## src/rtl/quad_pkg.sv

```systemverilog
// quad_pkg: shared state enum, AB phase encodings and the Gray-code phase stepper
package quad_pkg;
  typedef enum logic {IDLE, RUN} state_e;
  localparam logic [1:0] PH_00 = 2'b00;
  localparam logic [1:0] PH_10 = 2'b10;
  localparam logic [1:0] PH_11 = 2'b11;
  localparam logic [1:0] PH_01 = 2'b01;
  function automatic logic [1:0] next_phase(input logic [1:0] phase, input logic dir);
    return phase == PH_00 ? (dir ? PH_10 : PH_01) :
           phase == PH_10 ? (dir ? PH_11 : PH_00) :
           phase == PH_11 ? (dir ? PH_01 : PH_10) :
                            (dir ? PH_00 : PH_11);
  endfunction
endpackage

```

## src/rtl/quad_edge_timer.sv

```systemverilog
// quad_edge_timer: reloadable edge-spacing down-counter; tick marks the edge cycle (timer==1)
module quad_edge_timer #(
  parameter int DIV_W = 16
) (
  input  logic             clk,
  input  logic             resetn,
  input  logic             load,
  input  logic             clear,
  input  logic             en,
  input  logic [DIV_W-1:0] period,
  output logic             tick
);
  logic [DIV_W-1:0] period_q, timer_q, period_d;
  assign period_d = period == '0 ? DIV_W'(1) : period;
  assign tick = timer_q == DIV_W'(1);
  always_ff @(posedge clk) begin
    if (!resetn) begin
      period_q <= '0;
      timer_q  <= '0;
    end else if (clear) begin
      timer_q <= '0;
    end else if (load) begin
      period_q <= period_d;
      timer_q  <= period_d;
    end else if (en) begin
      timer_q <= tick ? period_q : timer_q - DIV_W'(1);
    end
  end
endmodule

```

## src/rtl/quad_encoder.sv

```systemverilog
// quad_encoder: step-command driven quadrature A/B generator with position and step tracking
module quad_encoder
  import quad_pkg::*;
#(
  parameter int CNT_W  = 8,
  parameter int STEP_W = 16,
  parameter int DIV_W  = 16
) (
  input  logic              clk,
  input  logic              resetn,
  input  logic [DIV_W-1:0]  edge_period,
  input  logic              cmd_valid,
  output logic              cmd_ready,
  input  logic              cmd_dir,
  input  logic [STEP_W-1:0] cmd_steps,
  input  logic              abort,
  output logic              quadA,
  output logic              quadB,
  output logic              busy,
  output logic [STEP_W-1:0] steps_left,
  output logic [CNT_W-1:0]  position
);
  state_e            state_q;
  logic              dir_q;
  logic [1:0]        ab_q;
  logic [CNT_W-1:0]  pos_q;
  logic [STEP_W-1:0] steps_q;
  logic              run, tick, go, fire, last, stop;
  assign run  = state_q == RUN;
  assign cmd_ready = resetn & ~run;
  assign busy = run;
  assign go   = cmd_valid & cmd_ready & (|cmd_steps);
  assign stop = run & abort;
  assign fire = run & tick & ~abort;
  assign last = fire & (steps_q == STEP_W'(1));
  assign quadA = ab_q[1];
  assign quadB = ab_q[0];
  assign steps_left = steps_q;
  assign position = pos_q;
  quad_edge_timer #(.DIV_W(DIV_W)) u_timer (
    .clk   (clk),
    .resetn(resetn),
    .load  (go),
    .clear (stop | last),
    .en    (run),
    .period(edge_period),
    .tick  (tick)
  );
  always_ff @(posedge clk) begin
    if (!resetn) begin
      state_q <= IDLE;
      dir_q   <= 1'b0;
      ab_q    <= PH_00;
      pos_q   <= '0;
      steps_q <= '0;
    end else if (stop) begin
      state_q <= IDLE;
      steps_q <= '0;
    end else if (go) begin
      state_q <= RUN;
      dir_q   <= cmd_dir;
      steps_q <= cmd_steps;
    end else if (fire) begin
      ab_q    <= next_phase(ab_q, dir_q);
      pos_q   <= dir_q ? pos_q + CNT_W'(1) : pos_q - CNT_W'(1);
      steps_q <= steps_q - STEP_W'(1);
      state_q <= last ? IDLE : RUN;
    end
  end
endmodule
```

## config.mk

```make
export PLATFORM = sky130hd
export DESIGN_NAME = quad_encoder
export DESIGN_NICKNAME = d
export VERILOG_FILES = /design/src/rtl/quad_pkg.sv /design/src/rtl/quad_edge_timer.sv /design/src/rtl/quad_encoder.sv
export SDC_FILE = /design/constraint.sdc
export NUM_CORES = 1
export LEC_CHECK = 0
export ABC_AREA = 1
export ABC_CLOCK_PERIOD_IN_PS = 3800
export CAP_MARGIN = 10
export CORE_ASPECT_RATIO = 0.9
export CORE_MARGIN = 2
export CORE_UTILIZATION = 50
export CTS_CLUSTER_DIAMETER = 80
export DETAILED_ROUTE_END_ITERATION = 7
export PLACE_DENSITY = 0.74
export RECOVER_POWER = 100
export SLEW_MARGIN = 20
export SYNTH_ARGS = -nofsm -noshare
export SYNTH_HDL_FRONTEND = slang
export SYNTH_HIERARCHICAL = 1
export SYNTH_SLANG_ARGS = --single-unit
```

## constraint.sdc

```tcl
create_clock -name clk -period 3.8 [get_ports clk]
set_clock_uncertainty 0.05 [all_clocks]
set_input_delay 0.95 -clock clk [delete_from_list [all_inputs] [get_ports clk]]
set_output_delay 0.95 -clock clk [all_outputs]
set_load 0.03 [all_outputs]
```

Yosys cells after proc, flatten, opt, wreduce, memory -nomap -nowiden
Index checks and enable logic that the tools add are counted.
Word-level totals
  register bits after elaboration: 60
  latch bits: 0
  memory bits (writable): 0
  ROM bits: 0
  bits of input ports: 37
  output and inout port bits: 28
  word-level logic and storage cells: 56
  memories: 0
Operators by class
  add/subtract/negate cells: 4
  multipliers: 0
  div/mod/pow operators: 0
  magnitude comparators: 0
  eq/ne operators: 4
  shifts and indexed selects: 0
  muxes and demuxes: 17
  bitwise operators: 14
  reductions and logical operators: 10
Operators with widths (number)
  2-to-1 mux 16 bit: 6
  equality test 16 x 1 -> 1 bit (second input constant): 2
  subtractor 16 x 1 -> 16 bit (second input constant): 2
  zero test 16 bit: 1
  OR reduction 16 bit: 1
  2-to-1 mux 2 bit: 7
  adder 8 x 1 -> 8 bit (second input constant): 1
  2-to-1 mux 8 bit: 1
  subtractor 8 x 1 -> 8 bit (second input constant): 1
  bitwise AND 1 bit: 7
  inverter 1 bit: 6
  equality test 2 bit (second input constant): 2
  AND reduction 2 bit: 2
  nonzero test 2 bit: 2
  OR reduction 2 bit: 2
  2-to-1 mux 1 bit: 3
  AND reduction 3 bit: 1
  zero test 2 bit: 1
  OR 1 bit: 1

Depth between registers and ports, before layout
Gate-level depths: netlist of run 1.
  word-level depth: 7
  mapped depth: 16
  gate-level depth less buffers: 15

Modules after synthesis
Netlist of run 1, hierarchy kept.
By module, submodules not included
  quad_encoder: instances 1, cells each 323, area an instance 2003.2 um^2, seq. area each 560.5 um^2
  quad_edge_timer: instances 1, cells each 298, area an instance 1968.1 um^2, seq. area each 640.6 um^2

Worst setup path before layout of run 1
OpenSTA, ideal clock, no wires.
  path type: input to register
  from: in cmd_steps[10]
  to: reg u_timer.timer_q[6]
  setup time: 0.070 ns
  arrival: 2.400 ns
  required time: 3.680 ns
  slack: 1.280 ns
  stages: 12
  buffers on the path: 3
  cells stage by stage: nor2_1 -> nand2_1 -> nor2_1 -> nand2_1 -> nand2_4 -> buf_6 -> inv_1 -> buf_2 -> nor2_1 -> buf_2 -> a22oi_1 -> a21oi_1
On the way
  word-level cells in the longest chain between the ends: 3
  elaborated cells between the ends (all ways): 4
  those cells by class: mux: 1; bitwise: 1; reduce/logical: 2
RTL lines
  start: declaration: RTL line quad_encoder.sv:15  | input logic [STEP_W-1:0] cmd_steps,
  OR reduction 16 bit *: RTL line quad_encoder.sv:32  | assign go = cmd_valid & cmd_ready & (|cmd_steps);
  bitwise AND 1 bit *: RTL line quad_encoder.sv:32
  via go: RTL line quad_encoder.sv:28  | logic run, tick, go, fire, last, stop;
  2-to-1 mux 16 bit or nonzero test 2 bit (tied branches)
  end signal: assignment: RTL line quad_edge_timer.sv:24  | timer_q <= period_d;
  end signal: assignment: RTL line quad_edge_timer.sv:26  | timer_q <= tick ? period_q : timer_q - DIV_W'(1);
  end: declaration: RTL line quad_edge_timer.sv:13  | logic [DIV_W-1:0] period_q, timer_q, period_d;
Mark *: on every way through the listed nets, which the timed path passes. The rest lies on a longest branch.
A chain may end at the register's enable or synchronous reset.

Worst setup path after layout of run 1
  from: in resetn
  to: out cmd_ready
On the way
  word-level cells in the longest chain between the ends: 1
RTL lines
  start: declaration: RTL line quad_encoder.sv:10  | input logic resetn,
  bitwise AND 1 bit: RTL line quad_encoder.sv:30  | assign cmd_ready = resetn & ~run;
  end: declaration: RTL line quad_encoder.sv:13  | output logic cmd_ready,
Every way passes these cells.

==> flow_summary_export.csv, run 1 <==
group,metric,value,unit
run_status,status,"finished clean",
clock_network,cts_setup_buffers,0,
worst_setup_path,path_delay_family,"buffers and inverters",
worst_setup_path,path_cells,"clkdlybuf4s50_1 > clkbuf_2 > inv_1 > nor2_1 > buf_4",
power_and_ir_drop,comb_power_share,0.291,
global_routing,grt_use_total,0.264,
cells_and_area,mostFrequentLayoutCell,"nand2_1",
power_and_ir_drop,ir_drop,0.000218,V
worst_setup_path,endpoint_kind,"primary output",
yosys,synthMuxAreaShare,0,
power_and_ir_drop,sw_frac_of_total,0.340,
yosys,seq_area_frac_synth,0.302,
yosys,synth_area,0.00397,mm2
timing,slew_violations,0,
worst_setup_path,path_max_fanout,17,
global_routing,grt_pass1_vias,3823,
place,gp_congestion,1.03,
worst_hold_path,hold_depth,2,
place,dp.cells,771,
yosys,synth.distinct_cells,35,
power_and_ir_drop,p_clk_frac,0.342,
die,fp-row-count,30,
yosys,yosys_warnings,6,
clock_network,cts_tree,"yes",
timing,hold_violations,0,
route,drc,0,
yosys,synth-main-ff-cell,"dfxtp_1",
route,dr.pass1.iters,5,
job,maxCapViolations,0,
timing,setup_tns,0,ns
global_routing,grt_pass1_wl,18300,um
worst_setup_path,worst_path_max_delay_cell,"clkdlybuf4s50_1",
route,ant_nets,0,
worst_setup_path,max_stage_delay,0.47,ns
worst_setup_path,r2r-end,"u_timer/period_q[14]",
global_routing,grt_max_degree,24,
global_routing,grt-ovfl-total,0,
cells_and_area,antenna_cells,0,
yosys,ys_ff_latch,60,
worst_hold_path,min_path_type,"reg -> reg",
die,fp.dieW,97.9,um
die,core,0.00762,mm2
timing,rsz0062_at_grt,"no",
timing,worstMarginPinSlew,1.02,ns
worst_hold_path,hold_end,"u_timer/period_q[1]",
power_and_ir_drop,total_leakage_power,2.36,nW
clock_network,cts_max_path_buffers,2,
yosys,synth_top_area_frac,0.302,
power_and_ir_drop,seqPwrFrac,0.367,
route,first_iter_violations,328,
route,num_vias,4289,
clock_network,cts_resized,0,
yosys,synth_compound_area_frac,0.133,
cells_and_area,drive_gt1_frac,0.0725,
die,die_h,88.6,um
worst_setup_path,reg2reg_slack,0.65,ns
worst_setup_path,critPathLaunchType,"primary input",
clock_network,insertion_delay,0.36,ns
clock_network,path_clk_slew,0.07,ns
cells_and_area,finalNonFillerCells,786,
cells_and_area,finalNetCount,734,
worst_hold_path,min_from,"u_timer/period_q[1]",
place,io_buffers,64,
cells_and_area,layout_common_cells,"nand2_1, nor2_1, inv_1",
power_and_ir_drop,power_density,399,mW/mm2
clock_network,numClockSinks,60,
power_and_ir_drop,p_switching,0.000661,W
die,pin_count,65,
worst_setup_path,reg2reg_depth,14,
timing,period_share,0.878,
yosys,synth_top_family_by_area,"simple AND/OR/NAND/NOR gates",
yosys,avgSynthCellArea,6.40,um2
route,viasPerCell,5.46,
clock_network,cts_max_level,3,
yosys,synth_edf_count,0,
worst_setup_path,arrival,2.34,ns
timing,max_freq,300,MHz
yosys,syn_inst,621,
cells_and_area,nFillCells,741,
clock_network,cts_hold_buf,0,
cells_and_area,syn_to_final_growth,22.8,%
die,initial_utilization,0.521,
yosys,synth-simple-area-share,0.400,
route,wl_per_cell,14.3,um
timing,maxSlewHeadroom,0.318,
yosys,synth_top_area_cell,"dfxtp_1",
route,routed_wl,11200,um
worst_setup_path,crit_required,2.80,ns
worst_setup_path,timing.rr.start,"u_timer/timer_q[1]",
global_routing,antenna_found_initial,0,
clock_network,numCtsBuffers,9,
die,dieArea,0.00867,mm2
yosys,async_flop_share,0,
yosys,synthAdderAreaFrac,0.0365,
place,hpwl,8120,um
power_and_ir_drop,p_int,0.00128,W
yosys,synth_xor_area_frac,0.0265,
yosys,synth_nets,669,
clock_network,root_buffer,"clkbuf_8",
timing,min_period,3.34,ns
worst_setup_path,path_buf_inv,4,
worst_setup_path,critical_path_class,"in -> out",
cells_and_area,post-route-util,0.640,
yosys,synth_area_leaders,"dfxtp_1, nand2_1, nand3_1",
timing,setup_viol,0,
## worst max path at each step
stage	startpoint	slack [ns]	endpoint	depth (start not counted)
3_3_place_gp	cmd_steps[4]	0.56	u_timer/timer_q[15]	10
4_1_cts	resetn	0.66	cmd_ready	5
5_1_grt	resetn	0.34	cmd_ready	5
6_report	resetn	0.46	cmd_ready	5
3_5_place_dp	cmd_steps[4]	0.51	u_timer/timer_q[12]	10
2_1_floorplan	cmd_steps[10]	1.28	u_timer/timer_q[6]	12
## synthesized netlist by cell type (2+ instances only)
cell type / count
nand4_1: 7
or2_1: 3
nor3_1: 2
nand2_2: 3
inv_2: 6
a21oi_1: 40
dfxtp_1: 60
ha_1: 10
nand3_2: 6
clkbuf_1: 4
nor2_2: 4
nor2_1: 91
nand3_1: 71
a211oi_1: 8
xor2_1: 7
xnor2_1: 5
o21ai_0: 25
buf_4: 3
o211ai_1: 2
nand2_1: 147
nor2_4: 8
inv_1: 73
buf_2: 6
buf_6: 3
nand3b_1: 3
a22oi_1: 15
## per-layer routing
metal,wire length (um),GRT usage,share of wire
met4,194,0.0833,0.017
met5,0,0,0
met2,5120,0.430,0.46
met1,5070,0.353,0.45
met3,859,0.0577,0.076
## flip-flops by register name, indices dropped and copies added (netlist names)
name and cells:
ab_q 2, busy 1, dir_q 1, position 8
steps_left 16, u_timer/period_q 16, u_timer/timer_q 16
## power groups by stage
stage                     combinational [W]  clock [W]  sequential [W]
final                              0.000566   0.000664        0.000714
after CTS                          0.000568   0.000676        0.000714
after detailed placement           0.000563          0        0.000727
after global routing               0.000634   0.000698        0.000719
after floorplan                    0.000390          0        0.000737
after global placement             0.000554          0        0.000726
## tightest hold or removal path: stages, from the launching register on
cell and delay (ns):
dfxtp_1 0.30, inv_1 0.06, a211oi_1 0.06
## stage by stage
step,cell area (um2),setup slack (ns),hold WS (ns),power (W)
6_report,4880,0.464,0.414,0.00194
5_1_grt,4880,0.340,0.438,0.00205
4_1_cts,4900,0.659,0.416,0.00196
3_5_place_dp,4680,0.509,0.404,0.00129
3_3_place_gp,4680,0.557,0.396,0.00128
2_1_floorplan,3970,1.28,0.374,0.00113
## layout make-up
cell class                 instances  area (um2)  share of cell area
clock buffer                      11         151              0.0310
tap                               96         120              0.0246
sequential                        60        1200               0.246
inverter                          79         297              0.0608
clock inverter                     4        72.6              0.0149
timing repair buffer              71         681               0.140
multi-input combinational        465        2360               0.483
## logic make-up after synthesis
| family | after synthesis |
|---|---|
| buffers and inverters | 96 |
| AND/OR/NAND/NOR | 350 |
| adder cells (fa/ha/maj) | 11 |
| AO/OA/AOI/OAI | 92 |
| XOR/XNOR | 12 |
| flip-flops | 60 |
(Power assumes the default switching activity.)
==> run 2, diff against run 1 <==
Settings changed: SLEW_MARGIN 20 to 10.
==> run 2 against run 1 <==
  * Sequential power barely moved
  * Cell area barely moved
  * First-iteration DRC count fell by 5.8%
  * Clock-buffer cell count did not move
  * Via count fell by 0.21%
  * Non-clock buffer count did not move
  * Die area did not move
  * Register-to-register slack barely moved
  * Final cell count did not move
  * Worst hold slack improved by 0.00089 ns
  * Critical path type unchanged
==> flow_summary_export.csv, run 2 (synthesis gave the netlist of run 1 again) <==
group,metric,value,unit
route,wl_per_cell,14.2,um
die,pin_count,65,
power_and_ir_drop,power_density,398,mW/mm2
run_status,status,"finished clean",
die,die_h,88.6,um
place,dp_slack,0.509,ns
power_and_ir_drop,ir_drop,0.000220,V
global_routing,grt_max_degree,24,
route,first_iter_violations,309,
global_routing,grt-ovfl-total,0,
die,initial_utilization,0.521,
timing,slew_violations,0,
route,viasPerCell,5.45,
timing,max_freq,299,MHz
cells_and_area,drive_gt1_frac,0.0710,
route,routed_wl,11200,um
clock_network,numClockSinks,60,
die,core,0.00762,mm2
cells_and_area,syn_to_final_growth,22.8,%
cells_and_area,mostFrequentLayoutCell,"nand2_1",
worst_setup_path,endpoint_kind,"primary output",
cells_and_area,finalNetCount,734,
global_routing,grtUsageMet2,0.430,
worst_hold_path,min_path_type,"reg -> reg",
clock_network,cts_max_level,3,
worst_setup_path,critical_path_class,"in -> out",
worst_setup_path,critPathLaunchType,"primary input",
clock_network,cts_hold_buf,0,
die,dieArea,0.00867,mm2
global_routing,grt_pass1_wl,18300,um
global_routing,use_met3,0.0577,
place,io_buffers,64,
global_routing,grt_most_used_layer,"met2",
timing,worstMarginPinSlew,1.17,ns
power_and_ir_drop,total_leakage_power,2.36,nW
clock_network,cts_resized,0,
timing,min_period,3.35,ns
cells_and_area,layout_common_cells,"nand2_1, nor2_1, inv_1",
timing,hold_ws,0.415,ns
clock_network,numCtsBuffers,9,
route,drc,0,
clock_network,path_clk_slew,0.07,ns
timing,period_share,0.881,
timing,fin_ws,0.451,ns
global_routing,gr-usage-met1,0.353,
worst_setup_path,path_max_fanout,17,
global_routing,grt_use_total,0.264,
worst_setup_path,crit_required,2.80,ns
timing,hold_violations,0,
global_routing,antenna_found_initial,0,
place,gp_congestion,1.03,
cells_and_area,antenna_cells,0,
timing,rsz0062_at_grt,"no",
timing,maxSlewHeadroom,0.216,
job,maxCapViolations,0,
route,ant_nets,0,
global_routing,grt_pass1_vias,3823,
place,hpwl,8120,um
die,fp.dieW,97.9,um
worst_setup_path,arrival,2.35,ns
timing,setup_tns,0,ns
clock_network,cts_tree,"yes",
route,num_vias,4280,
timing,setup_viol,0,
clock_network,insertion_delay,0.36,ns
clock_network,cts_setup_buffers,0,
route,dr.pass1.iters,5,
clock_network,root_buffer,"clkbuf_8",
clock_network,cts_max_path_buffers,2,
die,fp-row-count,30,
==> run 2: area by class of cell <==
class | instances | area [um2]
fill | 742 | 2740
multi-input combinational | 465 | 2350
sequential | 60 | 1200
timing repair buffer | 71 | 681
inverter | 79 | 297
clock buffer | 11 | 151
tap | 96 | 120
clock inverter | 4 | 72.6
==> run 2: power by group <==
part / internal [W] / switching, W
sequential: 0.000669 / 0.0000452
combinational: 0.000214 / 0.000352
clock: 0.000400 / 0.000262
total: 0.00128 / 0.000660
==> run 2: metrics by stage <==
step	cell area, um2	std cells	total power, W	utilization
final	4880	786	0.00194	0.640
after global routing	4880	786	0.00205	0.640
after CTS	4900	786	0.00196	0.643
after detailed placement	4680	771	0.00129	0.614
after global placement	4680	771	0.00128	0.614
after floorplan	3970	621	0.00113	-
==> run 2: worst paths after layout <==
kind,start,depth (start not counted),to,slack [ns]
max,resetn,5,cmd_ready,0.45
min,u_timer/period_q[1],2,u_timer/period_q[1],0.41
max reg2reg,u_timer/timer_q[1],14,u_timer/period_q[14],0.66
min reg2reg,u_timer/period_q[1],2,u_timer/period_q[1],0.41
==> run 2: layer usage <==
layer	wire length [um]	vias to the layer above
met5	0	-
li1	-	2143
met2	5070	151
met1	5150	1969
met3	807	17
met4	165	0
==> run 2: worst max-delay path, stage by stage <==
cell and delay, ns:
clkdlybuf4s50_1 0.47, clkbuf_2 0.37, inv_1 0.20, nor2_1 0.17
buf_4 0.18
==> run 3, diff against run 2 <==
Settings changed: CORE_ASPECT_RATIO 0.9 to not set.
==> run 3 against run 2 <==
  * Sequential share of layout area barely moved
  * Cell area is 0.18% lower
  * Die area about the same
  * Global-route usage fell by 0.60 points
  * Flip-flop and latch count is the same
  * Critical path depth shrank 1
  * Sequential power is essentially flat
  * Power shrank 3.3%
  * Worst hold slack better by 0.0019 ns
  * Critical endpoint unchanged
  * Largest power group unchanged
==> flow_summary_export.csv, run 3 (synthesis gave the netlist of run 1 again) <==
group,metric,value,unit
run_status,status,"finished clean",
power_and_ir_drop,sw_frac_of_total,0.350,
clock_network,path_clk_slew,0.07,ns
worst_setup_path,reg2reg_depth,13,
timing,min_period,3.34,ns
cells_and_area,layout_common_cells,"nand2_1, nor2_1, inv_1",
global_routing,grt_pass1_vias,3765,
power_and_ir_drop,p_total,0.00188,W
clock_network,cts_setup_buffers,0,
route,drc,0,
die,die_h,93.1,um
cells_and_area,finalNetCount,735,
worst_setup_path,reg2reg_slack,0.68,ns
timing,hold_violations,0,
worst_setup_path,critical_path_class,"in -> out",
die,pin_count,65,
global_routing,grt_use_total,0.258,
die,fp.dieW,93.1,um
power_and_ir_drop,p_switching,0.000658,W
worst_hold_path,min_path_type,"reg -> reg",
global_routing,grt-ovfl-total,0,
timing,setup_viol,0,
route,routed_wl,10900,um
power_and_ir_drop,ir_drop,0.000269,V
worst_hold_path,min_from,"u_timer/period_q[13]",
global_routing,antenna_found_initial,0,
worst_hold_path,hold_depth,2,
cells_and_area,syn_to_final_growth,22.6,%
timing,slew_violations,0,
timing,worstMarginPinSlew,1.04,ns
worst_hold_path,hold_end,"u_timer/period_q[13]",
timing,rsz0062_at_grt,"no",
worst_setup_path,crit_required,2.80,ns
die,initial_utilization,0.514,
timing,period_share,0.878,
place,gp_congestion,0.932,
worst_setup_path,path_max_fanout,9,
place,io_buffers,64,
worst_setup_path,endpoint_kind,"primary output",
global_routing,grt_max_degree,25,
timing,fin_ws,0.463,ns
clock_network,cts_hold_buf,0,
clock_network,root_buffer,"clkbuf_8",
route,wl_per_cell,13.7,um
clock_network,cts_tree,"yes",
timing,setup_tns,0,ns
worst_setup_path,arrival,2.34,ns
clock_network,cts_max_path_buffers,2,
route,first_iter_violations,325,
power_and_ir_drop,p_int,0.00122,W
die,dieArea,0.00867,mm2
power_and_ir_drop,power_density,386,mW/mm2
route,dr.pass1.iters,5,
cells_and_area,design_area,0.00487,mm2
route,ant_nets,0,
job,maxCapViolations,0,
cells_and_area,antenna_cells,0,
power_and_ir_drop,p_clk_frac,0.318,
timing,max_freq,300,MHz
power_and_ir_drop,seqPwrFrac,0.380,
route,viasPerCell,5.34,
die,core,0.00773,mm2
route,num_vias,4241,
worst_setup_path,r2r-end,"steps_left[5]",
power_and_ir_drop,total_leakage_power,2.35,nW
cells_and_area,drive_gt1_frac,0.0694,
place,dp_slack,0.603,ns
clock_network,cts_resized,0,
timing,maxSlewHeadroom,0.308,
clock_network,numCtsBuffers,9,
place,placed_area,0.00469,mm2
clock_network,numClockSinks,60,
global_routing,grt_pass1_wl,17900,um
worst_setup_path,timing.rr.start,"u_timer/timer_q[1]",
worst_setup_path,cp-startpoint,"resetn",
place,hpwl,8130,um
clock_network,cts_max_level,3,
power_and_ir_drop,comb_power_share,0.302,
die,fp-row-count,32,
cells_and_area,mostFrequentLayoutCell,"nand2_1",
worst_setup_path,critPathLaunchType,"primary input",
clock_network,insertion_delay,0.35,ns
[run 3: cell count changes in the layout (fill, tap and decap cells not counted), sizes merged]
| cell | change |
|---|---|
| buf | +1 |
| clkinv | +1 |
| clkbuf | +1 |
| bufinv | -1 |
[run 3: metrics by stage]
stage / std cells / hold slack [ns] / util
finish: 794 / 0.417 / 0.630
detailed placement: 778 / 0.402 / 0.607
global route: 794 / 0.429 / 0.630
global placement: 778 / 0.392 / 0.607
floorplan: 621 / 0.374 / -
CTS: 794 / 0.417 / 0.633
[run 3: worst max-delay path, stage by stage]
cell	delay (ns)
dlygate4sd3_1	0.74
inv_1	0.19
nor2_1	0.14
clkbuf_1	0.32
[run 3: layer usage]
layer / track usage / vias up / share of wire
li1: - / 2148 / -
met1: 0.358 / 1938 / 0.46
met2: 0.416 / 144 / 0.46
met3: 0.0483 / 11 / 0.067
met4: 0.0576 / 0 / 0.0082
met5: 0 / - / 0
[run 3: cell type report]
type / instances / area [um2]
inverter: 79 / 297
clock inverter: 4 / 47.5
tap: 102 / 128
clock buffer: 12 / 155
sequential: 60 / 1200
fill: 776 / 2860
multi-input combinational: 465 / 2350
timing repair buffer: 72 / 687
[run 3: worst max path at each step]
stage,to,slack (ns),depth (start not counted)
3_3_place_gp,u_timer/timer_q[14],0.67,9
4_1_cts,cmd_ready,0.68,4
5_1_grt,steps_left[5],0.39,13
6_report,cmd_ready,0.46,4
3_5_place_dp,u_timer/timer_q[7],0.60,9
2_1_floorplan,u_timer/timer_q[6],1.28,12
[run 3: power groups by stage]
stage	combinational [W]	sequential, W	clock, W
after floorplan	0.000390	0.000737	0
after global placement	0.000557	0.000726	0
after detailed placement	0.000567	0.000727	0
after CTS	0.000571	0.000713	0.000611
after global routing	0.000637	0.000719	0.000634
final	0.000568	0.000714	0.000597
